==> src/rtl/tdm_demux2_pkg.sv <==
// tdm_pkg: shared FSM state type and frame sizing helpers (frame grows by a parity slot under TDM_DEMUX_PARITY_EN)
package tdm_pkg;
  typedef enum logic {HUNT, LOCKED} tdm_state_t;
  function automatic int frame_len(input int nch);
`ifdef TDM_DEMUX_PARITY_EN
    return nch + 1;
`else
    return nch;
`endif
  endfunction
  function automatic int cnt_w(input int n);
    return (n < 2) ? 1 : $clog2(n);
  endfunction
endpackage

==> src/rtl/tdm_demux2_slot_counter.sv <==
// tdm_slot_counter: mod-FRAME_LEN slot counter with clear / load-1 / advance controls
module tdm_slot_counter #(
  parameter int NCH = 2,
  parameter int FRAME_LEN = 2,
  parameter int CNT_W = 1
) (
  input  logic             clk,
  input  logic             rst_n,
  input  logic             clear,
  input  logic             load1,
  input  logic             advance,
  output logic [CNT_W-1:0] count,
  output logic             at_last_data,
  output logic             at_zero
);
  always_ff @(posedge clk or negedge rst_n)
    if (!rst_n) count <= '0;
    else if (clear) count <= '0;
    else if (load1) count <= CNT_W'(1);
    else if (advance) count <= (count == CNT_W'(FRAME_LEN - 1)) ? '0 : count + 1'b1;
  assign at_last_data = count == CNT_W'(NCH - 1);
  assign at_zero = count == '0;
endmodule

==> src/rtl/tdm_demux2.sv <==
// tdm_demux2: TDM receive endpoint with HUNT/LOCKED frame alignment; TDM_DEMUX_PARITY_EN adds an even-parity slot per frame
module tdm_demux2 import tdm_pkg::*; #(
  parameter int NCH = 2,
  parameter int W = 1
) (
  input  logic           clk,
  input  logic           rst_n,
  input  logic [W-1:0]   line_d,
  input  logic           line_sync,
  output logic [NCH*W-1:0] out_d,
  output logic           frame_valid,
  output logic           locked,
  output logic           sync_err,
  output logic           parity_err
);
  localparam int FRAME_LEN = frame_len(NCH);
  localparam int CNT_W = cnt_w(FRAME_LEN);
  tdm_state_t state, state_nxt;
  logic [CNT_W-1:0] cnt;
  logic [NCH*W-1:0] shadow;
  logic at_last, at_zero, clr, ld1, adv, wr, done, serr_nxt;
`ifdef TDM_DEMUX_PARITY_EN
  logic par_slot, par_bad, perr_nxt;
  assign par_slot = cnt == CNT_W'(NCH);
  assign par_bad = ^shadow ^ line_d[0];
`endif
  tdm_slot_counter #(.NCH(NCH), .FRAME_LEN(FRAME_LEN), .CNT_W(CNT_W)) u_cnt (
    .clk(clk), .rst_n(rst_n), .clear(clr), .load1(ld1), .advance(adv),
    .count(cnt), .at_last_data(at_last), .at_zero(at_zero)
  );
  always_ff @(posedge clk or negedge rst_n)
    if (!rst_n) state <= HUNT;
    else state <= state_nxt;
  // realign on a misplaced sync outranks frame completion
  always_comb begin
    state_nxt = state;
    clr = 1'b0;
    ld1 = 1'b0;
    adv = 1'b0;
    wr = 1'b0;
    done = 1'b0;
    serr_nxt = 1'b0;
`ifdef TDM_DEMUX_PARITY_EN
    perr_nxt = 1'b0;
`endif
    if (state == HUNT) begin
      ld1 = line_sync;
      state_nxt = line_sync ? LOCKED : HUNT;
    end else if (at_zero && !line_sync) begin
      serr_nxt = 1'b1;
      clr = 1'b1;
      state_nxt = HUNT;
    end else if (!at_zero && line_sync) begin
      serr_nxt = 1'b1;
      ld1 = 1'b1;
    end else begin
      adv = 1'b1;
`ifdef TDM_DEMUX_PARITY_EN
      wr = !par_slot;
      done = par_slot && !par_bad;
      perr_nxt = par_slot && par_bad;
`else
      wr = 1'b1;
      done = at_last;
`endif
    end
  end
  always_ff @(posedge clk or negedge rst_n)
    if (!rst_n) begin
      shadow <= '0;
      out_d <= '0;
      frame_valid <= 1'b0;
      sync_err <= 1'b0;
    end else begin
      frame_valid <= done;
      sync_err <= serr_nxt;
      if (ld1) shadow[W-1:0] <= line_d;
      else if (wr) for (int k = 0; k < NCH; k++) if (cnt == CNT_W'(k)) shadow[k*W +: W] <= line_d;
`ifdef TDM_DEMUX_PARITY_EN
      if (done) out_d <= shadow;
`else
      if (done) out_d <= {line_d, shadow[(NCH-1)*W-1:0]};
`endif
    end
`ifdef TDM_DEMUX_PARITY_EN
  always_ff @(posedge clk or negedge rst_n)
    if (!rst_n) parity_err <= 1'b0;
    else parity_err <= perr_nxt;
`else
  assign parity_err = 1'b0;
`endif
  assign locked = state == LOCKED;
endmodule

==> config.mk <==
export PLATFORM = sky130hd
export DESIGN_NAME = tdm_demux2
export DESIGN_NICKNAME = d
export VERILOG_FILES = /design/src/rtl/tdm_demux2_pkg.sv /design/src/rtl/tdm_demux2_slot_counter.sv /design/src/rtl/tdm_demux2.sv
export SDC_FILE = /design/constraint.sdc
export NUM_CORES = 1
export LEC_CHECK = 0
export CAP_MARGIN = 5
export CORE_AREA = 2 2 39 41
export DETAILED_ROUTE_END_ITERATION = 12
export DIE_AREA = 0 0 41 43
export MAX_ROUTING_LAYER = met4
export SYNTH_ARGS = -nofsm -noshare
export SYNTH_HDL_FRONTEND = slang
export SYNTH_SLANG_ARGS = --single-unit
==> constraint.sdc <==
create_clock -name clk -period 1.66 [get_ports clk]
set_clock_uncertainty 0.2 [all_clocks]
set_input_delay 0.332 -clock clk [delete_from_list [all_inputs] [get_ports clk]]
set_output_delay 0.332 -clock clk [all_outputs]
set_load 0.005 [all_outputs]
=== After elaboration in Yosys (flattened, before gate mapping) ===
Index checks and enable logic that the tools add are counted.

* Register bits: 7
* Input bits: 4
* Output and inout bits: 6
* Word-level logic and storage cells: 38

* Add/sub/neg operators: 1
* Equality and inequality tests: 1
* Muxes and demuxes: 23
* Bitwise logic cells: 1
* Reduce and logical (&&, ||, !) cells: 6

{| class="wikitable"
|+ Operator list
! operator !! count
|-
| $mux 1 || 23
|-
| $reduce_bool 3->1 || 1
|-
| $logic_and 1x1->1 || 2
|-
| $ne 2x2->1 const B || 1
|-
| $reduce_and 2->1 || 1
|-
| $reduce_bool 2->1 || 1
|-
| $add 1x1->1 const B || 1
|-
| $logic_not 1->1 || 1
|-
| $not 1->1 || 1
|}

=== Longest topological paths before layout ===
Gate-level depths: netlist of the first run.

* Word-level depth: 7
* Gate-level depth with buffers: 5
* Depth with buffers taken out: 5

=== Modules after synthesis ===
A second synthesis of the first run with hierarchy kept.

* Cell total of the unflattened synthesis: 33
* Area total of the unflattened synthesis: 365.4 sq um

{| class="wikitable"
|+ Modules (own cells, without submodules)
! module !! times used !! cells an instance !! area each (sq um) !! sequential area each (sq um)
|-
| tdm_demux2 || 1 || 27 || 311.5 || 150.1
|-
| tdm_slot_counter || 1 || 6 || 53.8 || 25.0
|}

=== Worst setup path before layout of the first run ===
No wires, ideal clock.

* Path kind: flip-flop to flip-flop
* From: reg u_cnt.count (netlist: u_cnt.at_last_data)
* To: reg shadow[0]
* Setup time: 128 ps
* Arrival: 1,140 ps
* Required time: 1,332 ps
* Path slack: 193 ps
* Cell stages (with the launch flop): 5
* Path buffers: 0
* Period minus slack after synthesis: 1,467 ps
* Path through: dfrtp_1 inv_1 ha_1 a211oi_2 mux2_1

* Longest elaborated chain between the ends: 6
* Elaborated cells on any way between the ends: 13
* Those cells by class: 1 x eq/ne; 7 x mux; 1 x bitwise; 4 x reduce/logical

{| class="wikitable"
|+ Ends and longest elaborated chain
! what !! RTL line !! source
|-
| from (decl) || tdm_demux2_slot_counter.sv:12 || <nowiki>output logic [CNT_W-1:0] count,</nowiki>
|-
| from (signal assigned) || tdm_demux2_slot_counter.sv:20 || <nowiki>else if (advance) count <= (count == CNT_W'(FRAME_LEN - 1)) ? '0 : count + 1'b1;</nowiki>
|-
| $logic_and 1x1->1 or $not 1->1 (tied branches) || tdm_demux2.sv:53, tdm_demux2_slot_counter.sv:22 ||
|-
| $mux 1 or $logic_and 1x1->1 (tied branches) || tdm_demux2.sv:53, tdm_demux2.sv:49 ||
|-
| $mux 1 || tdm_demux2.sv:49 || <nowiki>end else if (at_zero && !line_sync) begin</nowiki>
|-
| $mux 1 || tdm_demux2.sv:46 || <nowiki>if (state == HUNT) begin</nowiki>
|-
| $ne 2x2->1 (no source line) or $reduce_bool 2->1 (tied branches) || -- ||
|-
| $reduce_and 2->1 (no source line) || -- ||
|-
| to (signal, indexed assignment) || tdm_demux2.sv:77 || <nowiki>if (ld1) shadow[W-1:0] <= line_d;</nowiki>
|-
| to (decl) || tdm_demux2.sv:20 || <nowiki>logic [NCH*W-1:0] shadow;</nowiki>
|}

Parallel ways exist; a longest one is shown, timed or not.
A chain may end at the register's enable or synchronous reset.

=== Worst setup path after layout of the first run ===
* From: reg out_d[1]
* To: out out_d[1]

{| class="wikitable"
|+ RTL lines
! what !! RTL line !! source
|-
| from (decl) || tdm_demux2.sv:10 || <nowiki>output logic [NCH*W-1:0] out_d,</nowiki>
|-
| from (signal assigned) || tdm_demux2.sv:82 || <nowiki>if (done) out_d <= {line_d, shadow[(NCH-1)*W-1:0]};</nowiki>
|}

No word-level cell between the ends.

==> summary.md, run 1 <==
| Metric | Value |
|---|---|
| Top Family by Delay on Critical Path | `buffers and inverters` |
| Initial DRC count | `8` |
| Cell Chain, Critical Path | `clkdlybuf4s50_1` |
| Clk pwr share | `around a fifth` |
| Flop2flop setup slack | `around 120 ps` |
| NetSw | `0.2373 mW` |
| Slowest cell on crit path | `clkdlybuf4s50_1` |
| Leak | `0.2496 nW` |
| Fin. max-slew vios | `0` |
| Via Count | `around 250` |
| GRT Util Overall | `under 10%` |
| Share of the synthesized area in the top cell type | `between 50% and 60%` |
| Die X | `41 um` |
| Worst path bufs/invs | `1` |
| Post-DP Area | `about 450 um^2` |
| Post-route cell area | `slightly below 500 um^2` |
| Non-Filler Instances | `61` |
| Placer Congestion | `just over 0.7` |
| Synth area leader | `dfrtp_1` |
| Count leader, synth | `dfrtp_1` |
| Post-synth EDFFs | `0` |
| Cells after synthesis | `28` |
| Top post-synthesis cells by count | `dfrtp_1 (7), ha_1 (3), inv_1 (3), nand2_1 (3)` |
| Maximum VDD drop | `0.0004318 V` |
| Final number of hold-violating endpoints | `0` |
| Vias/cell | `4.066` |
| Crit. End Element | `output pin` |
| # placed instances | `56` |
| IO buf count | `8` |
| Synth Register Bits | `7` |
| Hold Slack | `135.3 ps` |
| DRT antenna net count | `0` |
| CP max stage delay | `500 ps` |
| Routed WL per cell | `between 9 and 10 um` |
| Worst skew pair latency | `approximately 260 ps` |
| CTS tree | `yes` |
| Netlist Area Pre-Place | `324.1 um^2` |
| Req. time, crit path | `1130 ps` |
| Unrepaired setup endpoints after global routing | `false` |
| Die height | `about 43 um` |
| Yosys warns | `0` |
| Fin util | `between 30% and 40%` |
| Sequential power share | `35.9%` |
| Antenna Cells | `0` |
| H-tree levels | `1` |
| Root Buffer | `clkbuf_4` |
| Register area share after synthesis | `a little over half` |
| Async set-reset flop share out of synthesis | `100.0%` |
| Core Box Area | `1384 um^2` |
| Finish-stage setup viols | `0` |
| Pre-antenna DRT Iters | `4` |
| Reg2reg end | `shadow[0]$_DFFE_PN0P_` |
| Dpl hpwl | `426.1 um` |
| Gr ovfl total | `0` |
| Initial antenna violation count | `0` |
| Max Clk Rate | `0.6174 GHz` |
| TritonCTS buffer count | `3` |
| Final routed DRC violation total | `0` |
| Critical path arrival | `1090 ps` |
| Fin crit period | `1620 ps` |
| First-pass GRT wire length | `about 900 um` |
| Vias in the first global route | `248` |
| Die area | `1763 um^2` |
| Comb power frac | `44.2%` |
| CTS sink cnt | `7` |
| Synth area leaders | `dfrtp_1 (54%), ha_1 (12%), mux2_2 (6.9%), a211oi_2 (3.9%), inv_1 (3.5%)` |
| Final period util | `97.57%` |
| WL final | `a little under 600 um` |
| Row count | `14` |
| Share of cells above drive strength 1 | `approximately a third` |
| Clk buf depth | `2` |
| Int Power | `0.5685 mW` |
| Starting density of the core | `between 20% and 30%` |
| Post-synth cell types | `14` |
| IO Count | `10` |
| Primary FF master, synth | `dfrtp_1` |
| Syn_nets | `35` |
| Largest net degree at the start of global routing | `8` |
| Worst setup SP type | `register` |
| Max capacitance violation total | `0` |
| PwrDens | `approximately 1600 nW/um^2` |
| HP Class | `input pin to async pin` |
| Critical path class | `register to output pin` |
| Clk slew on worst S/H paths | `50 ps` |
| Synthesized area per cell | `between 10 and 15 um^2` |
| Outcome | `complete, no violations` |
| R2R cell count | `4` |
| R2R Path Start | `locked$_DFF_PN0_` |
| Net Sw Frac | `roughly 29%` |
| CP max FO | `2` |
| Final nets | `53` |
| Area Growth Syn to Fin | `52.51%` |
## area by class of cell
class,count,area (um^2)
timing repair buffer,14,128.9
multi-input combinational,17,132.6
clock buffer,4,26.28
fill,143,889.6
sequential,7,175.2
tap,16,20.02
inverter,3,11.26
## per-stage QoR
stage | setup WS, ps | setup TNS (ps) | power, mW
floorplan | 192.9 | 0 | 0.4502
global placement | -327.0 | -1114 | 0.6331
detailed placement | -362.5 | -1265 | 0.6402
CTS | 15.42 | 0 | 0.8238
global route | 2.290 | 0 | 0.8732
finish | 40.33 | 0 | 0.8058
## worst max path at each step
stage,startpoint,end,slack [ps],cells past startpoint
final,out_d[1]$_DFFE_PN0P_,out_d[1],40,1
after global routing,sync_err$_DFF_PN0_,sync_err,2,1
after CTS,locked$_DFF_PN0_,locked,20,1
after detailed placement,line_sync,shadow[0]$_DFFE_PN0P_,-360,5
after global placement,line_sync,shadow[0]$_DFFE_PN0P_,-330,5
after floorplan,u_cnt.at_last_data$_DFFE_PN0P_,shadow[0]$_DFFE_PN0P_,190,4
## state kept, by name, indices dropped and copies added (netlist names)
register / count
u_cnt.at_last_data: 1
sync_err: 1
locked: 1
out_d: 2
shadow: 1
frame_valid: 1
## routing by layer
metal	up-vias	global-route usage [%]	routed length [um]
li1	121	-	-
met1	116	7.818	237
met2	7	11.56	281
met3	4	3.141	34
met4	0	10.00	29
met5	-	-	0
## cell usage in the layout, fill, tap and decap left out, types with 2 or more instances in the layout
master | netlist | layout
dfrtp_1 | 7 | 7
nand2_1 | 3 | 2
clkbuf_4 | 0 | 3
buf_4 | 1 | 6
inv_1 | 3 | 2
clkdlybuf4s50_1 | 0 | 5
o21ai_0 | 2 | 2
mux2_2 | 2 | 2
dlymetal6s2s_1 | 0 | 2
ha_1 | 3 | 3
## cells by family after synthesis
kind of cell | share of synthesized area, %
buffers and inverters | 5.792
AND/OR/NAND/NOR | 8.495
AO/OA/AOI/OAI | 8.492
flip-flops | 54.05
other | 1.157
multiplexers | 10.42
adder cells (fa/ha/maj) | 11.58
## power groups by stage
stage | clock network, mW | logic [mW] | registers (mW)
after floorplan | 0 | 0.138 | 0.312
after global placement | 0 | 0.330 | 0.303
after detailed placement | 0 | 0.334 | 0.306
after CTS | 0.162 | 0.368 | 0.294
after global routing | 0.170 | 0.399 | 0.305
final | 0.160 | 0.357 | 0.290
## repair_timing
action                     in CTS  in global routing
cloned                          0                  0
gates resized for setup         3                  2
setup buffers                   1                  0
setup endpoints to repair       4                  2
hold endpoints to repair        0                  0
hold buffers                    0                  0
pin swaps                       1                  0
No activity file was read; power rests on OpenSTA's default activity.
==> run 2: changes to the inputs <==
PLACE_DENSITY = 0.54   (was not set)
SKIP_LAST_GASP = 1   (was not set)
==> run 2 against run 1 <==
Against the previous run: cell area down 2.3%; maximum frequency up 0.70%; non-clock buffer count down 2; register-to-register slack better by 60 ps; routed wire length up 7.7%; combinational power down 6.7%; final cell count down 3.3%; via count down 2.4%; die area unchanged; critical endpoint is now out_d[0]; highest routed layer is now met3.
==> summary.md, run 2 (synthesis results as in run 1) <==
| Metric | Value |
|---|---|
| Maximum VDD drop | `0.0004626 V (was 0.0004318 V)` |
| Pre-antenna DRT Iters | `4 (unchanged)` |
| Top reg by flops | `out_d (unchanged)` |
| PwrDens | `1620 nW/um^2 (was 1631 nW/um^2)` |
| CTS tree | `yes (unchanged)` |
| Req. time, crit path | `1130 ps (about the same)` |
| Via Count | `242 (was 248)` |
| Critical path arrival | `1080 ps (was 1090 ps)` |
| Cell Chain, Critical Path | `clkdlybuf4s50_1 (unchanged)` |
| Critical path class | `register to output pin (unchanged)` |
| DRT antenna net count | `0 (unchanged)` |
| Commonest non-fill, non-tap cell in the layout | `dfrtp_1 (unchanged)` |
| Slowest cell on crit path | `clkdlybuf4s50_1 (unchanged)` |
| Share of cells above drive strength 1 | `34.88% (was 33.33%)` |
| Commonest cells after routing, fill and taps aside | `dfrtp_1 (6), clkdlybuf4s50_1 (5), buf_4 (4) (was dfrtp_1 (7), buf_4 (6), clkdlybuf4s50_1 (5))` |
| Sequential power share | `38.0% (was 35.9%)` |
| CTS sink cnt | `7 (unchanged)` |
| TritonCTS buffer count | `3 (unchanged)` |
| Vias/cell | `4.102 (was 4.066)` |
| Final nets | `51 (was 53)` |
| Fill cells | `141 (was 143)` |
| WL final | `629 um (was 584 um)` |
| Clk slew on worst S/H paths | `50 ps (about the same)` |
| Root Buffer | `clkbuf_4 (unchanged)` |
| Final period util | `96.90% (was 97.57%)` |
| First-pass GRT wire length | `1055 um (was 897 um)` |
| Final number of hold-violating endpoints | `0 (unchanged)` |
| Die X | `41 um (unchanged)` |
| Crit. End Element | `output pin (unchanged)` |
| CP max FO | `2 (unchanged)` |
| Hold-fix buffers at CTS | `0 (unchanged)` |
| H-tree levels | `1 (unchanged)` |
| IO buf count | `8 (unchanged)` |
| R2R Path Start | `u_cnt.at_last_data$_DFFE_PN0P_ (was locked$_DFF_PN0_)` |
| Row count | `14 (unchanged)` |
| Worst setup SP type | `register (unchanged)` |
| Top Family by Delay on Critical Path | `buffers and inverters (unchanged)` |
| Crit path from | `out_d[0]$_DFFE_PN0P_ (was out_d[1]$_DFFE_PN0P_)` |
| # placed instances | `54 (was 56)` |
| Clk pwr share | `19.4% (was 19.8%)` |
| Non-Filler Instances | `59 (was 61)` |
| Worst skew pair latency | `250 ps (was 260 ps)` |
| Fin crit period | `1608 ps (was 1620 ps)` |
| Core Box Area | `1384 um^2 (unchanged)` |
| Total Power | `0.7824 mW (was 0.8058 mW)` |
| Vias in the first global route | `262 (was 248)` |
| Area of the multi-input gates | `135.1 um^2 (was 132.6 um^2)` |
| Fin. max-slew vios | `0 (unchanged)` |
| Max Clk Rate | `0.6217 GHz (was 0.6174 GHz)` |
| HP Class | `input pin to async pin (unchanged)` |
| IO Count | `10 (unchanged)` |
| NetSw | `0.2321 mW (was 0.2373 mW)` |
| FF+latch area | `176.4 um^2 (was 175.2 um^2)` |
| Net Sw Frac | `29.67% (was 29.45%)` |
| Starting density of the core | `23.42% (unchanged)` |
| Final routed DRC violation total | `0 (unchanged)` |
| Initial antenna violation count | `0 (unchanged)` |
| Int Power | `0.5503 mW (was 0.5685 mW)` |
| Antenna Cells | `0 (unchanged)` |
| GRT Util Overall | `9.741% (was 8.471%)` |
| Largest net degree at the start of global routing | `8 (unchanged)` |
| Routed WL per cell | `10.66 um (was 9.574 um)` |
| Outcome | `complete, no violations (unchanged)` |
| Largest register FFs | `2 (unchanged)` |
| Finish-stage setup viols | `0 (unchanged)` |
| Gr ovfl total | `0 (unchanged)` |
| Leak | `0.2357 nW (was 0.2496 nW)` |
| Die area | `1763 um^2 (unchanged)` |
| Max capacitance violation total | `0 (unchanged)` |
| Die height | `43 um (unchanged)` |
| Initial DRC count | `3 (was 8)` |
| Area Growth Syn to Fin | `49.03% (was 52.51%)` |
| Worst path bufs/invs | `1 (unchanged)` |
| CP max stage delay | `500 ps (about the same)` |
| Placer Congestion | `0.6611 (was 0.7114)` |
| Unrepaired setup endpoints after global routing | `false (unchanged)` |
| Comb power frac | `42.6% (was 44.2%)` |
| Clk buf depth | `2 (unchanged)` |
-- run 2: changes by cell type in the layout (fill, tap and decap cells not counted) --
cell     previous run  this run
buf_4               6         4
dfrtp_1             7         6
dfrtp_2             0         1
ha_1                3         1
ha_2                0         2
nand2_1             2         3
nand2_2             1         0
-- run 2: metrics by stage --
| stage | setup TNS, ps | worst slack, ps | instance area (um^2) | util (%) | hold WS [ps] |
|---|---|---|---|---|---|
| 3_5_place_dp | -1150 | -353.3 | 439.2 | 31.74 | 272.2 |
| 4_1_cts | 0 | 1.736 | 478.0 | 34.54 | 142.2 |
| 6_report | 0 | 51.52 | 483.0 | 34.90 | 142.4 |
| 2_1_floorplan | 0 | 192.9 | 324.1 | - | -163.6 |
| 5_1_grt | 0 | 7.906 | 483.0 | 34.90 | 162.2 |
| 3_3_place_gp | -1035 | -321.1 | 439.2 | 31.74 | 270.1 |
-- run 2: layer usage --
metal	vias to the layer above	routed length, um	GRT usage [%]
li1	117	-	-
met1	112	237	10.86
met2	13	320	13.44
met3	0	70	4.712
met4	0	0	6.000
met5	-	0	-
-- run 2: repair_timing --
item,4_1_cts,5_1_grt
pin swaps,1,0
gates resized for setup,5,2
endpoints found under the setup margin,4,2
buffers inserted,1,0
-- run 2: final timing paths --
check | end | slack (ps) | cells past startpoint
max | out_d[0] | 50 | 1
min | out_d[1]$_DFFE_PN0P_ | 140 | 1
max reg2reg | shadow[0]$_DFFE_PN0P_ | 180 | 4
min reg2reg | shadow[0]$_DFFE_PN0P_ | 290 | 1
max in group asynchronous | locked$_DFF_PN0_ | 860 | 1
min in group clk | shadow[0]$_DFFE_PN0P_ | 290 | 1
-- run 2: cell type report --
cell class                      count  area share, %
Sequential cell                     7          36.53
Multi-Input combinational cell     17          27.98
Tap cell                           16          4.145
Clock buffer                        4          5.440
Timing Repair Buffer               12          23.58
Inverter                            3          2.332
-- run 2: power groups by stage --
stage | Clock, mW | Sequential (mW) | Combinational (mW)
floorplan | 0 | 0.312 | 0.138
global placement | 0 | 0.314 | 0.298
detailed placement | 0 | 0.317 | 0.304
CTS | 0.160 | 0.300 | 0.347
global route | 0.171 | 0.308 | 0.377
finish | 0.152 | 0.298 | 0.333
==> variant 1, RTL diff (settings of run 1) <==
Build with the macro `TDM_DEMUX_PARITY_EN` defined.
--- a/src/rtl/tdm_demux2_pkg.sv
+++ b/src/rtl/tdm_demux2_pkg.sv
@@ -1,4 +1,6 @@
 // tdm_pkg: shared FSM state type and frame sizing helpers (frame grows by a parity slot under TDM_DEMUX_PARITY_EN)
+`define TDM_DEMUX_PARITY_EN
+
 package tdm_pkg;
   typedef enum logic {HUNT, LOCKED} tdm_state_t;
   function automatic int frame_len(input int nch);
Function: changed (a bounded check fails within 4 cycles, from zero or initial values and one cycle with rst_n low).
==> variant 1 against run 1 <==
  * The flow now finishes with violations (negative setup slack)
  * Sequential cell count grew 3
  * Die area is the same
  * Worst setup slack lost 0.33 ns
  * Power grew 80%
  * Worst hold slack gained 0.038 ns
  * Synthesized area grew 58%
  * Largest power group unchanged
  * Global-route usage grew 8.7 points
  * Cell area grew 75%
  * Wire length grew 110%
==> variant 1: results <==
metrics = {
    "final_layout": {
        "fill_cells": 126,
        "flops_and_latches": 10,
        "num-nets-final": 80,
        "comb.multi_input.count": 31,
        "nNonClkInverters": 4,
        "seq_area_frac": 0.290,
        "nonClkBufAreaFrac": 0.255,
        "clkCellAreaFrac": 0.0420,
        "nNonClkBuffers": 24,
        "drive_gt1_frac": 0.466,
    },
    "global_route": {
        "grt_usage": 0.171,
        "met3_usage": 0.0785,
        "grt_start_max_net_pins": 11,
        "grt_pass1_vias": 467,
        "grtUsageMet2": 0.281,
        "grt_use_met1": 0.179,
    },
    "logic_synthesis": {
        "synthXorXnorAreaFrac": 0.0512,
        "synthDistinctLibCells": 24,
        "synth_mux_area_frac": 0.0634,
        "synth_top_cells_by_count": "dfrtp_1 (10), inv_1 (4), a21oi_1 (3), nor2b_1 (3)",
        "yosys-top-cells-area": "dfrtp_1 (49%), ha_1 (4.9%), nor2b_1 (3.7%)",
        "synth-seq-area-share": 0.488,
        "synth_top_family_by_area": "simple AND/OR/NAND/NOR gates",
        "synth_fa_ha_area_frac": 0.0488,
        "synth_compound_area_frac": 0.146,
        "syn_nets": 52,
    },
    "cts": {
        "cts-resized-gates": 13,
        "clk_pin_slew_worst_paths_ns": 0.07,
        "cts_root_buf": "clkbuf_4",
    },
    "route": {
        "post_drt_wl_per_cell_um": 13.5,
        "dr_wl_met3_um": 65,
        "drt_iter0_markers": 9,
        "wl_met2_um": 624,
        "drt-met1-wl_um": 498,
        "viasPerCell": 4.98,
    },
    "timing": {
        "setup_tns_ns": -0.954,
        "setup_ws_ns": -0.294,
        "setup_violations": 5,
    },
    "placement": {
        "gp_congestion": 0.743,
        "dp_hpwl_um": 762,
        "port_buffers": 9,
        "placed_area_um2": 696,
    },
    "status": {
        "status": "complete, but fails checks",
        "violations": "negative setup slack",
    },
    "worst_setup_path": {
        "cp_top_family": "simple AND/OR/NAND/NOR gates",
        "cpMaxStageDelayCell": "dfrtp_1",
        "path_class": "flop to flop",
        "reg2reg_depth": 6,
        "max_stage_delay_ns": 0.39,
        "cp-endpoint": "shadow[1]$_DFFE_PN0P_",
        "timing.rr.start": "u_cnt.count[1]$_DFFE_PN0P_",
        "worst-endpoint-arrival_ns": 1.90,
    },
    "pwr": {
        "power.leakage_nw": 0.462,
        "ir_drop_v": 0.000973,
    },
}
==> variant 1: cell types whose count changed after synthesis, moves of 2 or more <==
cell and change:
xor2_1 +2, nand2_1 -2, nand2b_1 +2, o21ai_0 -2
a31oi_1 +2, nor3_1 +2, nor2b_1 +2, dfrtp_1 +3
a21oi_1 +2
==> variant 1: metrics by stage <==
step	utilization	hold slack (ns)	worst slack, ns	instances
global placement	0.503	0.323	-0.654	80
CTS	0.593	0.192	-0.330	89
detailed placement	0.503	0.330	-0.636	80
floorplan	-	-0.164	-0.316	46
global route	0.624	0.218	-0.374	89
finish	0.624	0.173	-0.294	89
==> variant 1: where the power goes <==
| group | leakage, nW | switching [mW] | total [mW] | internal, mW |
|---|---|---|---|---|
| sequential | 0.126 | 0.0672 | 0.393 | 0.325 |
| combinational | 0.315 | 0.374 | 0.839 | 0.465 |
| clock | 0.0210 | 0.0837 | 0.217 | 0.133 |
| total | 0.462 | 0.525 | 1.45 | 0.924 |
==> variant 2, RTL diff (settings of run 1) <==
Without the edit above. Register the input `line_sync` before use, with the module's reset. The logic sees it one clock later. The other inputs are not delayed to match.
--- a/src/rtl/tdm_demux2.sv
+++ b/src/rtl/tdm_demux2.sv
@@ -15,6 +15,17 @@
 );
   localparam int FRAME_LEN = frame_len(NCH);
   localparam int CNT_W = cnt_w(FRAME_LEN);
+
+  logic line_sync_q;
+
+  always_ff @(posedge clk or negedge rst_n) begin
+    if (!rst_n) begin
+      line_sync_q <= '0;
+    end else begin
+      line_sync_q <= line_sync;
+    end
+  end
+
   tdm_state_t state, state_nxt;
   logic [CNT_W-1:0] cnt;
   logic [NCH*W-1:0] shadow;
@@ -44,13 +55,13 @@
     perr_nxt = 1'b0;
 `endif
     if (state == HUNT) begin
-      ld1 = line_sync;
-      state_nxt = line_sync ? LOCKED : HUNT;
-    end else if (at_zero && !line_sync) begin
+      ld1 = line_sync_q;
+      state_nxt = line_sync_q ? LOCKED : HUNT;
+    end else if (at_zero && !line_sync_q) begin
       serr_nxt = 1'b1;
       clr = 1'b1;
       state_nxt = HUNT;
-    end else if (!at_zero && line_sync) begin
+    end else if (!at_zero && line_sync_q) begin
       serr_nxt = 1'b1;
       ld1 = 1'b1;
     end else begin
Function: changed (Yosys sat finds a counterexample within 4 cycles, from zero or initial values and one cycle with rst_n low).
==> variant 2 against run 1 <==
  * Critical path depth stayed put
  * Die area stayed put
  * Worst hold slack better by 0.017 ns
  * Wire length is 3.9% lower
  * Sequential cell count is 1 higher
  * Worst setup slack better by 0.026 ns
  * Highest routed layer unchanged
  * Cell area is 1.5% lower
  * Synthesized area is 7.7% higher
  * Non-clock buffer count is 4 lower
  * Sequential share of layout area is 5.7 points higher
  * Power is 3.4% lower
  * Utilization is 0.54 points lower
  * Critical path type unchanged
==> variant 2: results <==
metrics = {
    "route": {
        "drt_wl_total_um": 561,
        "drt_iter0_markers": 1,
        "vias": 245,
        "drt_first_pass_iters": 2,
    },
    "worst_setup_path": {
        "cp-endpoint": "frame_valid",
        "path_max_fanout": 1,
        "timing.rr.start": "u_cnt.at_last_data$_DFFE_PN0P_",
        "critPathLaunch": "frame_valid$_DFF_PN0_",
    },
    "global_route": {
        "grtUsageMet2": 0.109,
        "grt_usage": 0.100,
        "met3_usage": 0.0471,
        "gr-max-usage-layer": "met4",
    },
    "cts": {
        "postCtsSetupBuffers": 0,
    },
    "status": {
        "status": "finished clean",
    },
    "logic_synthesis": {
        "syn_nets": 36,
        "synth_top_cells_by_count": "dfrtp_1 (8), ha_1 (3), inv_1 (3), nand2_1 (3)",
        "yosys-top-cells-area": "dfrtp_1 (57%), ha_1 (11%), mux2_2 (6.5%)",
        "synth-seq-area-share": 0.573,
    },
    "pwr": {
        "ir_drop_v": 0.000542,
        "power.leakage_nw": 0.249,
        "p_sw_frac": 0.295,
    },
    "final_layout": {
        "fill_cells": 149,
        "drive_gt1_frac": 0.220,
        "num-nets-final": 50,
    },
    "placement": {
        "dp_hpwl_um": 433,
    },
}
[variant 2: changes by cell type after synthesis]
cell            run 1  this run
dfrtp_1             7         8
[variant 2: how the worst min path moves through the flow]
stage / from / end / slack, ns / cells after the start
4_1_cts: rst_n / frame_valid$_DFF_PN0_ / 0.16 / 1
3_5_place_dp: shadow[0]$_DFFE_PN0P_ / shadow[0]$_DFFE_PN0P_ / 0.27 / 1
2_1_floorplan: rst_n / frame_valid$_DFF_PN0_ / -0.16 / 0
6_report: rst_n / locked$_DFF_PN0_ / 0.15 / 1
5_1_grt: rst_n / locked$_DFF_PN0_ / 0.18 / 1
3_3_place_gp: shadow[0]$_DFFE_PN0P_ / shadow[0]$_DFFE_PN0P_ / 0.28 / 1
[variant 2: final cells by class]
cell class / instances / area, µm² / share of cell area
Multi-Input combinational cell: 17 / 130 / 0.267
Inverter: 3 / 11.3 / 0.0231
Clock buffer: 3 / 22.5 / 0.0463
Tap cell: 16 / 20.0 / 0.0411
Timing Repair Buffer: 10 / 103 / 0.211
Sequential cell: 8 / 200 / 0.411
[variant 2: layer usage]
metal / part of all wire / wire length (µm)
met2: 0.47 / 261
met4: 0.078 / 44
met3: 0.055 / 31
met1: 0.40 / 224
met5: 0 / 0
[variant 2: kinds of logic after synthesis]
group,Yosys count,share of synthesized area
buf+inv,4,0.0538
flops,8,0.573
simple gates,6,0.0789
fa+ha+maj,3,0.108
other cells,1,0.0107
mux,3,0.0968
compound gates,4,0.0788
[variant 2: stage by stage]
stage / power (mW) / instance area [µm²] / util / setup slack [ns] / std cells
2_1_floorplan: 0.476 / 349 / - / 0.127 / 29
3_3_place_gp: 0.641 / 457 / 0.330 / 0.152 / 54
3_5_place_dp: 0.651 / 457 / 0.330 / 0.109 / 54
4_1_cts: 0.806 / 479 / 0.346 / 0.0165 / 57
5_1_grt: 0.845 / 487 / 0.352 / 0.0104 / 57
6_report: 0.779 / 487 / 0.352 / 0.0668 / 57
[variant 2: power groups by stage]
| stage | combinational (mW) | clock, mW | sequential [mW] |
|---|---|---|---|
| finish | 0.309 | 0.152 | 0.317 |
| global route | 0.347 | 0.168 | 0.330 |
| CTS | 0.327 | 0.158 | 0.321 |
| detailed placement | 0.327 | 0 | 0.324 |
| global placement | 0.321 | 0 | 0.320 |
| floorplan | 0.137 | 0 | 0.339 |
